==> config.mk <==
export PLATFORM = sky130hd
export DESIGN_NAME = pe_pad_ctrl
export DESIGN_NICKNAME = d
export VERILOG_FILES = /design/src/rtl/pe_pad_ctrl.sv
export SDC_FILE = /design/constraint.sdc
export NUM_CORES = 1
export LEC_CHECK = 0
export BUFFER_PORTS_ARGS = -buffer_cell sky130_fd_sc_hd__buf_2
export CAP_MARGIN = 25
export CORE_ASPECT_RATIO = 1.25
export CORE_MARGIN = 3
export CORE_UTILIZATION = 35
export CTS_CLUSTER_DIAMETER = 40
export DETAILED_ROUTE_END_ITERATION = 10
export SLEW_MARGIN = 20
export SYNTH_ARGS = -nofsm -noshare
export SYNTH_HDL_FRONTEND = slang
export SYNTH_SLANG_ARGS = --single-unit
==> constraint.sdc <==
create_clock -name i_clk -period 2.2 [get_ports i_clk]
set_clock_uncertainty 0.1 [all_clocks]
set_input_delay 0.44 -clock i_clk [delete_from_list [all_inputs] [get_ports i_clk]]
set_output_delay 0.44 -clock i_clk [all_outputs]
set_load 0.02 [all_outputs]
==> src/rtl/pe_pad_ctrl.sv <==
// pe_pad_ctrl: sequences the pad control bus for one PE job.
// A configuration is latched in IDLE through a valid/ready handshake, then
// a start request runs the job: one o_pop per accepted WPAD end-of-Tm pulse,
// o_nxtrow at each row boundary and o_done after the last row. i_abort
// cancels the job with an o_reset pulse. All outputs are registered.
// Optional feature: define PAD_CTRL_PERF_EN to add the 16-bit o_stall_cnt
// output, a saturating count of stalled RUN cycles.
module pe_pad_ctrl #(
    parameter int ConfDWd  = 4,
    parameter int PConfDWd = 3,
    parameter int CntWd    = 6
) (
    input  logic                i_clk,
    input  logic                i_rstn,
    input  logic                i_cfg_valid,
    output logic                o_cfg_ready,
    input  logic [ConfDWd-1:0]  i_cfg_iflen,
    input  logic [ConfDWd-1:0]  i_cfg_popu,
    input  logic [PConfDWd-1:0] i_cfg_pch,
    input  logic [CntWd-1:0]    i_cfg_tw,
    input  logic [CntWd-1:0]    i_cfg_rows,
    input  logic                i_start,
    input  logic                i_abort,
    input  logic                i_stall,
    input  logic                i_wpad_end,
    output logic [ConfDWd-1:0]  o_iflen,
    output logic [ConfDWd-1:0]  o_popu,
    output logic [PConfDWd-1:0] o_pch,
    output logic                o_pop,
    output logic                o_nxtrow,
    output logic                o_start,
    output logic                o_reset,
    output logic                o_done,
    output logic                o_stall,
    output logic                o_busy
`ifdef PAD_CTRL_PERF_EN
    ,
    output logic [15:0]         o_stall_cnt
`endif
);

    localparam logic [1:0] IDLE = 2'd0;
    localparam logic [1:0] ARM  = 2'd1;
    localparam logic [1:0] RUN  = 2'd2;
    localparam logic [1:0] FIN  = 2'd3;

    localparam logic [CntWd-1:0] CntOne = CntWd'(1);

    logic [1:0]       state, state_nxt;
    logic [CntWd-1:0] pop_cnt, pop_cnt_nxt;
    logic [CntWd-1:0] row_cnt, row_cnt_nxt;
    logic [CntWd-1:0] pop_inc, row_inc;
    logic [CntWd-1:0] tw_q, rows_q;
    logic             cfg_loaded, loaded_nxt;
    logic             cfg_take;
    logic             pop_nxt, nxtrow_nxt, start_nxt, reset_nxt, done_nxt, stall_nxt;

    // A pop can never push pop_cnt past tw_q, nor row_cnt past rows_q,
    // because the terminal compare fires first.
    assign pop_inc  = pop_cnt + CntOne;
    assign row_inc  = row_cnt + CntOne;
    assign cfg_take = (state == IDLE) && i_cfg_valid && o_cfg_ready;

    // Next-state, counter and output-pulse decisions; abort overrides all.
    always_comb begin
        // NOTE: every signal gets a default first so no path infers a latch.
        state_nxt   = state;
        pop_cnt_nxt = pop_cnt;
        row_cnt_nxt = row_cnt;
        loaded_nxt  = cfg_loaded;
        pop_nxt     = 1'b0;
        nxtrow_nxt  = 1'b0;
        start_nxt   = 1'b0;
        reset_nxt   = 1'b0;
        done_nxt    = 1'b0;
        stall_nxt   = 1'b0;

        if ((state != IDLE) && i_abort) begin
            reset_nxt   = 1'b1;
            pop_cnt_nxt = '0;
            row_cnt_nxt = '0;
            loaded_nxt  = 1'b0;
            state_nxt   = IDLE;
        end else begin
            case (state)
                IDLE: begin
                    if (cfg_take) begin
                        loaded_nxt = 1'b1;
                    end
                    // Only a configuration latched on an earlier cycle arms a job.
                    if (cfg_loaded && i_start) begin
                        state_nxt = ARM;
                    end
                end
                ARM: begin
                    start_nxt   = 1'b1;
                    pop_cnt_nxt = '0;
                    row_cnt_nxt = '0;
                    state_nxt   = RUN;
                end
                RUN: begin
                    if (i_stall) begin
                        stall_nxt = 1'b1;
                    end else if (i_wpad_end) begin
                        pop_nxt = 1'b1;
                        if (pop_inc == tw_q) begin
                            pop_cnt_nxt = '0;
                            row_cnt_nxt = row_inc;
                            if (row_inc == rows_q) begin
                                state_nxt = FIN;
                            end else begin
                                nxtrow_nxt = 1'b1;
                            end
                        end else begin
                            pop_cnt_nxt = pop_inc;
                        end
                    end
                end
                FIN: begin
                    done_nxt   = 1'b1;
                    loaded_nxt = 1'b0;
                    state_nxt  = IDLE;
                end
                default: begin
                    state_nxt = IDLE;
                end
            endcase
        end
    end

    // State, counters and the registered pad control bus.
    always_ff @(posedge i_clk or negedge i_rstn) begin
        if (!i_rstn) begin
            state       <= IDLE;
            pop_cnt     <= '0;
            row_cnt     <= '0;
            cfg_loaded  <= 1'b0;
            o_cfg_ready <= 1'b0;
            o_pop       <= 1'b0;
            o_nxtrow    <= 1'b0;
            o_start     <= 1'b0;
            o_reset     <= 1'b0;
            o_done      <= 1'b0;
            o_stall     <= 1'b0;
            o_busy      <= 1'b0;
        end else begin
            // NOTE: non-blocking assignments so every register samples pre-edge values.
            state       <= state_nxt;
            pop_cnt     <= pop_cnt_nxt;
            row_cnt     <= row_cnt_nxt;
            cfg_loaded  <= loaded_nxt;
            o_cfg_ready <= (state_nxt == IDLE);
            o_busy      <= (state_nxt != IDLE);
            o_pop       <= pop_nxt;
            o_nxtrow    <= nxtrow_nxt;
            o_start     <= start_nxt;
            o_reset     <= reset_nxt;
            o_done      <= done_nxt;
            o_stall     <= stall_nxt;
        end
    end

    // Configuration registers; zero tw/rows are stored as 1.
    always_ff @(posedge i_clk or negedge i_rstn) begin
        if (!i_rstn) begin
            o_iflen <= '0;
            o_popu  <= '0;
            o_pch   <= '0;
            tw_q    <= CntOne;
            rows_q  <= CntOne;
        end else if (cfg_take) begin
            o_iflen <= i_cfg_iflen;
            o_popu  <= i_cfg_popu;
            o_pch   <= i_cfg_pch;
            tw_q    <= (i_cfg_tw == '0) ? CntOne : i_cfg_tw;
            rows_q  <= (i_cfg_rows == '0) ? CntOne : i_cfg_rows;
        end
    end

`ifdef PAD_CTRL_PERF_EN
    // Saturating stall-cycle counter: cleared when a job arms, held afterwards.
    always_ff @(posedge i_clk or negedge i_rstn) begin
        if (!i_rstn) begin
            o_stall_cnt <= '0;
        end else if (start_nxt) begin
            o_stall_cnt <= '0;
        end else if ((state == RUN) && i_stall && !i_abort && (o_stall_cnt != 16'hFFFF)) begin
            o_stall_cnt <= o_stall_cnt + 16'd1;
        end
    end
`endif

endmodule

[Word level (Yosys, flattened, before mapping)]
Index checks and enable logic that the tools add are counted.
Cells by class
  add/sub/neg operators: 2
  eq/ne operators: 9
  muxes and demuxes: 40
  reduce and logical (&&, ||, !) cells: 15
Operators by type and width (number)
  $mux 6: 10
  $pmux 6 s2: 2
  $mux 1: 20
  $add 6x1->6 const B: 2
  $eq 6x6->1: 2
  $logic_not 6->1: 2
  $mux 2: 6
  $ne 3x3->1 const B: 3
  $pmux 2 s4: 1
  $reduce_bool 3->1: 2
  $eq 2x2->1 const B: 2
  $logic_and 1x1->1: 4
  $logic_not 2->1: 2
  $reduce_and 4->1: 1
  $reduce_bool 2->1: 2
  $ne 3x2->1 const B: 1
  $reduce_and 3->1: 1
  $eq 2x1->1 const B: 1
  $pmux 1 s2: 1
  $reduce_and 2->1: 1
Storage, ports and cells
  register bits after elaboration: 46
  bits of input ports: 30
  output and inout bits: 19

[Logic depth before layout (Yosys ltp)]
Gate-level depths: netlist (run 1).
  depth after elaboration: 9
  depth in mapped cells: 7

[Worst setup path before layout (run 1)]
No wires, ideal clock.
  path type: reg2reg
  start point: register pop_cnt[0]
  end point: register row_cnt[4]
  data arrival time: 1970 ps
  data required time: 1976 ps
  setup slack: 6 ps
  stages on the path, launching flop included: 8
  period minus slack after synthesis: 2194 ps
  cells stage by stage: dfrtp_1 > ha_1 > and3_1 > xnor3_1 > a2111oi_4 > buf_6 > a41oi_1 > a211o_1
On the way
  word-level cells in the longest chain between the ends: 4
Ends and longest elaborated chain
  start: declaration: RTL line 50  | logic [CntWd-1:0] pop_cnt, pop_cnt_nxt;
  start signal: assignment: RTL line 149  | pop_cnt <= pop_cnt_nxt;
  $add 6x1->6: RTL line 60  | assign pop_inc = pop_cnt + CntOne;
  $eq 6x6->1: RTL line 106  | if (pop_inc == tw_q) begin
  $ne 3x3->1 (no line)
  $reduce_and 4->1 (no line)
  end signal: assignment: RTL line 150  | row_cnt <= row_cnt_nxt;
  end: declaration: RTL line 51  | logic [CntWd-1:0] row_cnt, row_cnt_nxt;
Every way passes these cells.
A chain may end at the register's enable or synchronous reset.

[Worst setup path after layout (run 1)]
  start point: register pop_cnt[2]
  end point: register row_cnt[5]
Same word-level chain as after synthesis.

==> results of run 1 <==
## metrics by stage
stage	util	power [uW]
floorplan	-	2150
global placement	0.437	2500
detailed placement	0.437	2520
CTS	0.459	3100
global route	0.466	3280
finish	0.466	3050
## power groups by stage
| stage | Clock, uW | Sequential, uW | Combinational [uW] |
|---|---|---|---|
| finish | 549 | 1300 | 1200 |
| global route | 607 | 1350 | 1320 |
| CTS | 577 | 1310 | 1210 |
| detailed placement | 0 | 1320 | 1200 |
| global placement | 0 | 1320 | 1180 |
| floorplan | 0 | 1460 | 698 |
## cell families (layout without fill, tap and decap cells)
| logic type | count (synthesis) | in the layout |
|---|---|---|
| multiplexers | 22 | 22 |
| adder cells (fa/ha/maj) | 2 | 2 |
| flip-flops | 46 | 46 |
| AO/OA/AOI/OAI | 28 | 28 |
| AND/OR/NAND/NOR | 55 | 55 |
| XOR/XNOR | 19 | 19 |
| buffers and inverters | 12 | 77 |
## worst register-to-register path, cell delays in order (launching register included)
cell,delay [ns]
dfrtp_1,0.44
nand3_1,0.14
or3_4,0.42
a2111oi_4,0.41
buf_2,0.22
a21oi_1,0.07
a211o_1,0.26
## layout make-up
| cell class | count | area (um2) |
|---|---|---|
| flip-flops and latches | 46 | 1150 |
| clock inverters | 2 | 16.3 |
| inverters | 5 | 18.8 |
| repair buffers | 64 | 377 |
| well taps | 82 | 103 |
| fillers | 554 | 3170 |
| clock buffers | 6 | 82.6 |
| multi-input cells | 126 | 1010 |
## worst paths after layout
check / startpoint / to / slack, ns / depth (start not counted)
max in group asynchronous: i_rstn / tw_q[0]$_DFFE_PN1P_ / 0.94 / 3
setup / recovery: pop_cnt[2]$_DFFE_PN0P_ / row_cnt[5]$_DFFE_PN0P_ / 0.02 / 6
hold / removal: i_abort / o_start$_DFF_PN0_ / 0.25 / 2
setup reg to reg: pop_cnt[2]$_DFFE_PN0P_ / row_cnt[5]$_DFFE_PN0P_ / 0.02 / 6
min in group asynchronous: i_rstn / row_cnt[4]$_DFFE_PN0P_ / 0.45 / 2
hold reg to reg: o_popu[0]$_DFFE_PN0P_ / o_popu[0]$_DFFE_PN0P_ / 0.41 / 1
## cell usage in the layout (no fill, tap or decap), types with 3 or more instances in the layout
cell type  netlist  routed
and2_1           2       3
mux2_2          22      22
a21o_1           3       3
xnor3_1          3       3
nand2_1         10      10
xor2_1           6       6
xnor2_1         10      10
o22ai_1          3       3
a211o_1          4       4
nor3_1           3       3
nand3_1          9       9
nor2b_1          3       3
dfrtp_1         44      43
nand2b_1         3       3
and3_1           5       3
o21ai_0          4       3
buf_2            2      49
clkbuf_8         0       6
nor2_1           9       9
inv_1            5       5
buf_4            0      12
a21oi_1          7       7
## sequential cells by signal, summed over array words and instances, names as in the netlist, 2 cells and up
register,count
rows_q,6
tw_q,6
row_cnt,6
pop_cnt,6
o_popu,4
state,2
o_pch,3
o_iflen,4
## cell usage after synthesis (4+ instances only)
cell type and instances:
dfrtp_1 44, mux2_2 22, nand2_1 10, xnor2_1 10, nand3_1 9, nor2_1 9, a21oi_1 7, xor2_1 6
and3_1 5, inv_1 5, a211o_1 4, o21ai_0 4
## repair_timing
| action | 4_1_cts | 5_1_grt |
|---|---|---|
| pin swaps | 0 | 4 |
| hold endpoints to repair | 10 | 0 |
| resized for setup | 2 | 8 |
| setup endpoints to repair | 6 | 15 |
| setup buffers | 2 | 2 |
| cloned | 0 | 1 |
| hold buffers | 1 | 0 |
## layer usage
metal	routed length [um]	up-vias
li1	-	779
met1	1850	750
met2	2100	43
met3	206	5
met4	51	0
met5	0	-
==> results.toml, run 1 <==
[logic_synthesis]
syn_avg_cell_area_um2 = 12.0
synth_xor_area_frac = 0.0944
syn_inst = 184
netlist_area_um2 = 2200
synth_top_family_by_area = "simple AND/OR/NAND/NOR gates"
ys_seq_area_frac = 0.524
yosys.area.top_type = "dfrtp_1"
synthAdderAreaFrac = 0.0114
synthTopCellsByArea = "dfrtp_1 (50%), mux2_2 (11%), xnor2_1 (4.0%), xnor3_1 (3.1%), dfstp_2 (2.4%)"
postSynth.asyncResetShare = 1.00
syn_nets = 216
yosys_register_bits = 46
synthDistinctLibCells = 39
synth_top_area_share = 0.501
yosys_most_used_dff = "dfrtp_1"
synth_edf_count = 0
synth-simple-area-share = 0.138
synthMuxAreaShare = 0.113
synth_compound_area_frac = 0.0944
yosysWarnings = 0

[global_route]
antenna_found_initial = 0
grt_use_total = 0.127
met2_usage = 0.213
top_usage_layer = "met2"
grt.overflow.total = 0
grt_pass1_vias = 1616
grt_max_degree = 27
met1_usage = 0.157
grt_pass1_wl_mm = 7.38
grtUsageMet3 = 0.0344

[place]
port_buffers = 48
numPlacedInstances = 317
dp_hpwl_mm = 3.12
place_congestion = 0.781
placed_cell_area_um2 = 2590
dp_slack_ns = -0.0273

[detailed_routing]
dr.pass1.iters = 4
wl_mm = 4.21
post_drt_wl_per_cell_um = 12.7
final_antenna_net_count = 0
vias = 1577
drc_errors = 0
avgViaCountPerCell = 4.76
drt-initial-drc-count = 65

[pwr]
switching_share = 0.349
p_switching_uw = 1060
power.share.clock = 0.180
ir_drop_mv = 0.592
power_frac_seq = 0.427
combPwrFrac = 0.393
p_int_uw = 1990
p_leak_uw = 0.00132
powerDensity_nw_per_um2 = 1100

[clocking]
numCtsBuffers = 5
clk_pin_slew_worst_paths_ns = 0.09
clk_latency_ns = 0.29
h-tree-depth = 2
clk_path_buf_depth = 2
cts_tree = "yes"
cts_sinks = 46
cts-root-buf = "clkbuf_8"

[timing]
tightest_slew_ns = 0.739
finalSetupViolCount = 0
max_freq_ghz = 0.459
min_period_ns = 2.18
rsz0062_at_grt = "true"
hold_viol_final = 0
slew_headroom = 0.507
post-route-period-util = 0.990
finalMaxSlewViolations = 0
setup_ws_ns = 0.0225
tns_ns = 0
hold_ws_ns = 0.246

[floorplan]
dieArea_um2 = 7280
coreArea_um2 = 5930
ios = 49
start_util = 0.371
die_h_um = 94.6
fp-row-count = 31
die_x_um = 76.9

[critical_path]
crit_buf_inv = 1
slowest_delay_ns = 0.44
crit_type = "reg2reg"
critPathRequiredTime_ns = 2.29
cp.arrival_ns = 2.26
end_kind = "register"
path_max_fanout = 6
start_kind = "register"
crit_slowest_cell = "dfrtp_1"
crit_chain = "nand3_1 -> or3_4 -> a2111oi_4 -> buf_2 -> a21oi_1 -> a211o_1"
cp_top_family = "compound AO/OA/AOI/OAI gates"

[layout]
area_delta_synth_final_pct = 25.7
drive_above_1_share = 0.418
final-instance-count-excl-fill = 331
final_area_um2 = 2760
antenna_cells = 0
layout.nets = 280

[worst_hold_path]
hold_path.class = "in2reg"

[run_status]
status = "complete, no violations"

[job]
cap_violations = 0
Note: power is estimated with default switching activity, not from simulation.
==> run 2, diff against run 1 <==
CTS_BUF_LIST = sky130_fd_sc_hd__clkbuf_16   (was default)
==> results.toml, run 2 (synthesized netlist as in run 1, its figures left out) <==
[timing]
hold_viol_final = 0
finalSetupViolCount = 1
tightest_slew_ns = 0.761
post-route-period-util = 1.00
rsz0062_at_grt = "true"
setup_ws_ns = -0.00276
finalMaxSlewViolations = 0
max_freq_ghz = 0.454
slew_headroom = 0.493
min_period_ns = 2.20

[layout]
fin_util = 0.477
final_area_um2 = 2830
final-instance-count-excl-fill = 331
drive_above_1_share = 0.430
final_cell_mix = "buf_2 (48), dfrtp_1 (43), mux2_2 (22), buf_4 (13)"
layout.nets = 280
layout_commonest_cell = "buf_2"
area_delta_synth_final_pct = 28.6
antenna_cells = 0

[detailed_routing]
avgViaCountPerCell = 4.79
vias = 1585
drc_errors = 0
final_antenna_net_count = 0
dr.pass1.iters = 4
drt-initial-drc-count = 77
wl_mm = 4.31
post_drt_wl_per_cell_um = 13.0

[worst_hold_path]
hold_path.class = "in2reg"

[clocking]
clk_path_buf_depth = 2
numCtsBuffers = 5
h-tree-depth = 2
cts_tree = "yes"
clk_latency_ns = 0.28
clk_pin_slew_worst_paths_ns = 0.06
cts_sinks = 46
cts-root-buf = "clkbuf_16"

[global_route]
grt_pass1_wl_mm = 7.47
grt.overflow.total = 0
grt_pass1_vias = 1642
grt_use_total = 0.129
grt_max_degree = 27
antenna_found_initial = 0

[run_status]
violations = "setup timing"
status = "finished with violations"

[job]
cap_violations = 0

[place]
port_buffers = 48
placed_cell_area_um2 = 2590
dp_hpwl_mm = 3.12
place_congestion = 0.781
numPlacedInstances = 317

[critical_path]
rr_worst_depth = 6
rr_endpoint = "row_cnt[4]$_DFFE_PN0P_"
reg2reg_from = "pop_cnt[2]$_DFFE_PN0P_"
path_max_fanout = 6
crit_slowest_cell = "dfrtp_1"
r2r_slack_ns = -0.003
end_kind = "register"
crit_chain = "nand3_1 -> or3_4 -> a2111oi_4 -> buf_6 -> a41oi_2 -> a211o_1"
slowest_delay_ns = 0.44
cp.arrival_ns = 2.27
critPathRequiredTime_ns = 2.27
crit_type = "reg2reg"
start_kind = "register"
endpoint = "row_cnt[4]$_DFFE_PN0P_"
critPathLaunch = "pop_cnt[2]$_DFFE_PN0P_"

[pwr]
p_leak_uw = 0.00134
fin_total_pwr_uw = 3240
powerDensity_nw_per_um2 = 1150
ir_drop_mv = 0.755

[floorplan]
coreArea_um2 = 5930
fp-row-count = 31
dieArea_um2 = 7280
ios = 49
die_h_um = 94.6
die_x_um = 76.9
start_util = 0.371
==> run 2: changes by cell type in the layout (fill, tap and decap cells not counted) <==
cell	change
clkbuf_8	-6
and2_1	-1
a41oi_2	+1
a41oi_1	-1
and2_2	+1
clkbuf_16	+5
a21oi_1	-2
a21oi_2	+2
buf_4	+1
buf_2	-1
clkinv_1	+1
==> run 2: worst min-delay path by stage <==
stage	from	endpoint	cells after the start	slack, ns
after CTS	i_abort	o_start$_DFF_PN0_	2	0.26
after global placement	i_rstn	row_cnt[3]$_DFFE_PN0P_	1	0.25
after global routing	i_abort	o_start$_DFF_PN0_	2	0.27
after detailed placement	i_rstn	row_cnt[3]$_DFFE_PN0P_	1	0.24
final	i_abort	o_start$_DFF_PN0_	2	0.27
after floorplan	i_rstn	cfg_loaded$_DFFE_PN0P_	0	0.04
==> run 2: layout make-up <==
cell class / count / area [um2]
clock buffer: 5 / 125
clock inverter: 3 / 20.0
fill: 543 / 3110
inverter: 5 / 18.8
multi-input combinational: 126 / 1030
sequential: 46 / 1150
tap: 82 / 103
timing repair buffer: 64 / 379
==> run 2: power by group <==
part	leakage, uW	internal (uW)	switching, uW
Clock	0.0000679	421	309
Sequential	0.000577	1140	170
Combinational	0.000698	598	611
==> run 2: routing by layer <==
metal / GRT usage / vias up / wire length, um
met3: 0.0315 / 6 / 205
met4: 0.0544 / 0 / 69
met5: 0 / - / 0
met2: 0.217 / 44 / 2150
met1: 0.158 / 750 / 1890
li1: - / 785 / -
==> run 2: worst max-delay path, delay by kind of cell, from the launching register on <==
| family | cells | cell delay, ns |
|---|---|---|
| buf+inv | 1 | 0.18 |
| compound gates | 3 | 0.81 |
| simple gates | 2 | 0.56 |
| flops | 1 | 0.44 |
==> run 2: stage by stage <==
stage	setup slack (ns)	setup TNS, ns	hold WS (ns)
after floorplan	0.00599	0	0.0444
after global placement	0.00779	0	0.248
after detailed placement	-0.0273	-0.0733	0.245
after CTS	0.000206	0	0.260
after global routing	-0.0912	-0.576	0.273
final	-0.00276	-0.00276	0.265
==> run 2: timing repair <==
| item | 4_1_cts | 5_1_grt |
|---|---|---|
| endpoints found under the hold margin | 10 | 0 |
| cloned | 0 | 1 |
| setup endpoints to repair | 7 | 16 |
| pin swaps | 0 | 4 |
| setup buffers | 2 | 2 |
| hold buffers | 1 | 0 |
| resized for setup | 2 | 13 |
